## src/rtl/mult_sequencer.sv

```systemverilog
// mult_sequencer: Moore FSM sequencing one shift-add multiply (LOAD, MULT, DONE) per start pulse.
// Every output is registered from the next state, so strobes line up with the state they describe.
module mult_sequencer #(
  parameter int WIDTH       = 8,
  parameter int LOAD_CYCLES = 6
) (
  input  logic                           clk,
  input  logic                           rst_n,
  input  logic                           clr_i,
  input  logic                           start_i,
  output logic                           load_x_o,
  output logic                           load_y_o,
  output logic                           spm_clr_o,
  output logic                           shift_en_o,
  output logic                           busy_o,
  output logic                           done_o,
  output logic                           result_valid_o,
  output logic [$clog2(2*WIDTH+1)-1:0]   phase_cnt_o
);
  localparam int CW = $clog2(2*WIDTH+1);
  localparam logic [CW-1:0] LOAD_LAST = CW'(LOAD_CYCLES-1);
  localparam logic [CW-1:0] MULT_LAST = CW'(2*WIDTH-1);
  typedef enum logic [1:0] {IDLE, LOAD, MULT, DONE} state_t;
  state_t        state_q, state_d;
  logic [CW-1:0] cnt_q, cnt_d;
  logic [6:0]    out_q, out_d;
  always_comb begin
    state_d = state_q;
    cnt_d   = '0;
    case (state_q)
      IDLE: if (start_i) state_d = LOAD;
      LOAD: if (cnt_q == LOAD_LAST) state_d = MULT; else cnt_d = cnt_q + 1'b1;
      MULT: if (cnt_q == MULT_LAST) state_d = DONE; else cnt_d = cnt_q + 1'b1;
      DONE: if (start_i) state_d = LOAD;
      default: state_d = IDLE;
    endcase
    if (clr_i) begin
      state_d = IDLE;
      cnt_d   = '0;
    end
    // load_x and done mark entry into their state, so they fire on the first cycle only
    out_d = {state_d == LOAD && state_q != LOAD,
             state_d == LOAD,
             state_d == LOAD,
             state_d == MULT,
             state_d == LOAD || state_d == MULT,
             state_d == DONE && state_q != DONE,
             state_d == DONE};
  end
  always_ff @(posedge clk or negedge rst_n) begin
    if (!rst_n) begin
      state_q <= IDLE;
      cnt_q   <= '0;
      out_q   <= '0;
    end else begin
      state_q <= state_d;
      cnt_q   <= cnt_d;
      out_q   <= out_d;
    end
  end
  assign {load_x_o, load_y_o, spm_clr_o, shift_en_o, busy_o, done_o, result_valid_o} = out_q;
  assign phase_cnt_o = cnt_q;
endmodule

```

## config.mk

```make
export PLATFORM = sky130hd
export DESIGN_NAME = mult_sequencer
export DESIGN_NICKNAME = d
export VERILOG_FILES = /design/src/rtl/mult_sequencer.sv
export SDC_FILE = /design/constraint.sdc
export NUM_CORES = 1
export LEC_CHECK = 0
export ABC_AREA = 1
export BUFFER_PORTS_ARGS = -buffer_cell sky130_fd_sc_hd__buf_4
export CAP_MARGIN = 20
export CORE_MARGIN = 4
export CORE_UTILIZATION = 45
export DETAILED_ROUTE_END_ITERATION = 10
export GPL_TIMING_DRIVEN = 0
export PLACE_DENSITY = 0.71
export SYNTH_ARGS = -nofsm -noshare
export SYNTH_HDL_FRONTEND = slang
export SYNTH_SLANG_ARGS = --single-unit
```

## constraint.sdc

```tcl
create_clock -name clk -period 1.82 [get_ports clk]
set_clock_uncertainty 0.15 [all_clocks]
set_input_delay 0.182 -clock clk [delete_from_list [all_inputs] [get_ports clk]]
set_output_delay 0.182 -clock clk [all_outputs]
set_load 0.02 [all_outputs]
```

* Word-level counts from Yosys, hierarchy flattened *
Cells that the tools add are included.

cells by class
  reduce and logical (&&, ||, !) cells = 5
  add/subtract/negate cells = 1
  equality and inequality tests = 10
  mux-type cells = 9

operators by type and width
  operator                                             number
  two-way mux 5 bit                                    3
  one-hot mux 5 bit (2 select lines)                   1
  equality test 2 bit, second input constant           4
  two-way mux 2 bit                                    4
  one-hot mux 2 bit (3 select lines)                   1
  adder 5 x 1 -> 5 bit, second input constant          1
  equality test 5 x 3 -> 1 bit, second input constant  1
  equality test 5 x 4 -> 1 bit, second input constant  1
  equality test 2 x 1 -> 1 bit, second input constant  2
  logical AND 1 bit                                    2
  logical NOT 2 bit                                    1
  != test 2 x 1 -> 1 bit, second input constant        1
  != test 2 bit, second input constant                 1
  OR reduction 2 bit                                   1
  logical OR 1 bit                                     1

word-level totals
  bits in registers = 14
  output and inout bits = 12
  input port bits = 4
  word-level logic and storage cells = 28

* Logic depth before layout (Yosys ltp) *
  depth in word-level cells = 6
  gate-level depth with buffers = 12
  depth with buffers taken out = 12

* Worst setup path after synthesis *
Ideal clock, no wire load.

  path type = reg-to-reg
  from = register cnt_q[0] (netlist: phase_cnt_o[0])
  to = register out_q[6]
  period minus slack after synthesis = 1.928 ns
  arrival time = 1.652 ns
  required time = 1.544 ns
  path slack = -0.108 ns
  path buffers = 0
  library setup time = 0.126 ns
  stages on the path, launching flop included = 12
  cell sequence = dfrtp_1 ha_1 nand3_1 inv_1 ha_1 o21ai_0 nand3_1 nand2_1 nor2_1 ha_1 inv_1 nor2_1

on the way
  cells in the longest elaborated chain, start to end = 6
  elaborated cells between the ends (all ways) = 8
  classes of those cells = eq/ne (3); mux (4); reduce/logical (1)

ends and longest elaborated chain
  item                                                                                 line    text
  start, declared                                                                      25      logic [CW-1:0] cnt_q, cnt_d;
  start signal, assigned                                                               57      cnt_q <= cnt_d;
  equality test 5 x 4 -> 1 bit / equality test 5 x 3 -> 1 bit (equally long branches)  33, 32
  two-way mux 2 bit (on tied branches)                                                 33, 32
  one-hot mux 2 bit (3 select lines) (*)                                               30      case (state_q)
  two-way mux 2 bit (*)                                                                37      if (clr_i) begin
  named net state_d[0]                                                                 24      state_t state_q, state_d;
  equality test 2 x 1 -> 1 bit (*)                                                     --
  named net out_d[4]                                                                   26      logic [6:0] out_q, out_d;
  logical AND 1 bit (*)                                                                42      out_d = {state_d == LOAD && state_q != LOAD,
  named net out_d[6]                                                                   26
  end signal, assigned                                                                 58      out_q <= out_d;
  end, declared                                                                        26

The timed path passes the listed nets; every way through them passes the cells marked *.

* Worst setup path after layout *
  from = register cnt_q[0] (netlist: phase_cnt_o[0])
  to = register out_q[1]

on the way
  cells in the longest elaborated chain, start to end = 6
  elaborated cells between the ends (all ways) = 8
  classes of those cells = eq/ne (3); mux (4); reduce/logical (1)

ends and longest elaborated chain
  item                                                                                 line    text
  equality test 5 x 4 -> 1 bit / equality test 5 x 3 -> 1 bit (equally long branches)  33, 32
  two-way mux 2 bit (on tied branches)                                                 33, 32
  one-hot mux 2 bit (3 select lines) (*)                                               30
  two-way mux 2 bit (*)                                                                37
  named net state_d[0]                                                                 24
  equality test 2 bit (*)                                                              --
  named net out_d[0]                                                                   26
  logical AND 1 bit (*)                                                                47      state_d == DONE && state_q != DONE,
  named net out_d[1]                                                                   26

Marks and branches as above.

==> results.tsv <==
stage	metric	value	unit
flow_run	drv_cap	0	
yosys	synth_cells	74	
timing	tns	0	ps
timing	rsz0062_at_grt	yes	
global_routing	grt_pass1_wl	2080	um
timing	hold_viol_final	0	
setup_path	cp-end-kind	flop	
timing	max_freq	563	MHz
yosys	yosysMostFrequentCell	inv_1	
drt	drtAntennaViolNets	0	
min_path	worstHoldStart	clr_i	
setup_path	arrival	1800	ps
placement	portBuffers	15	
drt	drc	0	
setup_path	rr_worst_depth	11	
floorplanning	dieArea	0.00221	mm2
clock_tree	cts_buffers	3	
yosys	ys_warn_count	0	
cells_and_area	n_fill_cell	120	
setup_path	crit_path_start_kind	flop	
power	design_power_total	0.00112	W
clock_tree	cts_tree	built	
drt	vias	538	
setup_path	path_class	flop to flop	
placement	place_inst	104	
yosys	synth-async-reset-ratio	1.00	
clock_tree	clockBufferDepth	2	
yosys	synth_area	686	um2
clock_tree	clk_latency	280	ps
yosys	synth_flop_cell	dfrtp_1	
drt	viasPerCell	4.64	
cells_and_area	seq_area	329	um2
timing	relSlewSlack	0.837	
clock_tree	clock-sinks	13	
drt	drtIter0Drc	3	
cells_and_area	fin_util	0.711	
cells_and_area	design_area	971	um2
power	p_per_area	1150	mW/mm2
timing	finalCriticalPeriod	1780	ps
cells_and_area	fin_nets	116	
min_path	hold_class	input pin to flop	
timing	final-setup-viol-count	0	
yosys	synth.avg_cell_area	9.27	um2
setup_path	cp-startpoint	phase_cnt_o[0]	
placement	gp_congestion	0.819	
yosys	yosysTopAreaCell	dfrtp_1	
floorplanning	dieWidth	47.0	um
setup_path	slowest_delay	440	ps
yosys	synthTopCellsByArea	dfrtp_1 47%, ha_1 18%, inv_1 7.7%, nor2_1 6.0%, nand3_1 4.4%	
cells_and_area	diodes	0	
min_path	holdPathStages	3	
setup_path	required	1840	ps
yosys	yosysSeqAreaShare	0.474	
setup_path	r2r_start	phase_cnt_o[0]	
timing	max_slew.worst_pin.slew	241	ps
placement	dpl_cell_area	832	um2
drt	routed_wl	1300	um
floorplanning	core-area	0.00137	mm2
clock_tree	root_buffer	clkbuf_4	
yosys	postSynthNetCount	88	
global_routing	overflow	0	
timing	drv_slew	0	
cells_and_area	final_cells	116	
cells_and_area	syn2layout_area_growth	41.6	%
global_routing	grt_max_degree	14	
floorplanning	num_io_pins	16	
yosys	synth_seq_cells	13	
drt	post_drt_wl_per_cell	11.2	um
global_routing	grt_pass1_vias	497	
status	outcome	finished, final reports clean	
setup_path	critical_path.cell_chain	ha_4 > nand3_4 > inv_2 > ha_4 > o21ai_2 > nand3_2 > nand2_1 > nor2_2 > ha_2 > inv_1 > nor2_1	
floorplanning	floorplan.rows	13	
global_routing	grt_usage	0.143	
cells_and_area	drive_gt1_frac	0.475	
yosys	synth_edf_count	0	
floorplanning	start_util	0.502	
global_routing	antenna_found_initial	0	
yosys	yosys-top-cells-count	14 x inv_1, 13 x dfrtp_1, 11 x nor2_1	
clock_tree	path_clk_slew	80	ps
clock_tree	cts.htree.levels	1	
yosys	synth_cell_types	14	
drt	dr.pass1.iters	4	
power	cellLeakagePower	0.511	nW
yosys	yosysTopAreaCellShare	0.474	
power	max-vdd-ir-drop	0.862	mV
placement	dp_hpwl	971	um
cells_and_area	multiInputGateArea	358	um2
setup_path	cpMaxStageDelayCell	dfrtp_2	
floorplanning	chipHeight	47.0	um
setup_path	cpMostUsedCell	ha_4	
timing	fin_crit_sh	0.977	
setup_path	critPathMaxFanout	4	
==> timing repair <==
item / in CTS / in global routing
endpoints found under the hold margin: 13 / 0
endpoints found under the setup margin: 5 / 5
gates cloned: 0 / 0
hold buffers: 1 / 0
gates resized for setup: 5 / 10
pin swaps: 7 / 8
buffers inserted: 5 / 2
==> registers in the layout (all words and copies together) (netlist names) <==
register     cells
state_q          2
out_q            6
phase_cnt_o      5
==> cell type report <==
| class | instances | area share |
|---|---|---|
| Buffer | 1 | 0.00773 |
| Clock buffer | 4 | 0.0271 |
| Inverter | 15 | 0.0580 |
| Multi-Input combinational cell | 45 | 0.369 |
| Sequential cell | 13 | 0.339 |
| Tap cell | 15 | 0.0193 |
| Timing Repair Buffer | 23 | 0.180 |
==> path summary, 6_finish.rpt <==
check | endpoint | slack, ps
max | out_q[1] | 40
min | phase_cnt_o[4] | 40
max reg2reg | out_q[1] | 40
min reg2reg | out_q[1] | 450
max in group asynchronous | state_q[0] | 1200
min in group asynchronous | phase_cnt_o[0] | 140
==> cells in the final DEF, fill, tap and decap left out, types with 2 or more instances in the layout <==
cell and instances:
nand2_1 7, ha_4 2, nand2_2 5, dfrtp_2 3, inv_2 3, ha_1 5, nor2_1 9, nor2_2 2
dfrtp_1 10, clkbuf_4 3, inv_1 12, nand3_2 2, buf_4 23, ha_2 3, nand3_1 4
==> worst max-delay path, delay by kind of cell, from the launching register on <==
kind | cells | cell delay, ps
simple gates | 5 | 350
compound gates | 1 | 120
fa+ha+maj | 3 | 510
flops | 1 | 440
buf+inv | 2 | 90
==> routing by layer <==
metal | vias to the layer above | part of all wire | track usage
met5 | - | 0 | 0
met4 | 0 | 0.021 | 0.0829
met3 | 3 | 0.075 | 0.0613
met2 | 12 | 0.51 | 0.247
met1 | 247 | 0.39 | 0.141
li1 | 276 | - | -
==> kinds of logic after synthesis <==
kind of cell | count (synthesis) | share of synthesized area
buffers and inverters | 16 | 0.0931
AND/OR/NAND/NOR | 30 | 0.199
XOR/XNOR | 2 | 0.0256
AO/OA/AOI/OAI | 3 | 0.0256
adder cells (fa/ha/maj) | 10 | 0.182
flip-flops | 13 | 0.474
==> through the flow <==
step | hold WS (ps) | setup slack [ps]
5_1_grt | 31.0 | -46.3
3_5_place_dp | -118 | -107
4_1_cts | 28.7 | -12.6
2_1_floorplan | -264 | 2.21
6_report | 41.3 | 42.3
3_3_place_gp | -121 | -68.0
==> power by group <==
group	switching (W)	internal, W	leakage [nW]
clock network	0.0000926	0.0000851	0.0150
logic	0.000316	0.000217	0.325
registers	0.0000454	0.000359	0.172
No activity file was read; power rests on OpenSTA's default activity.
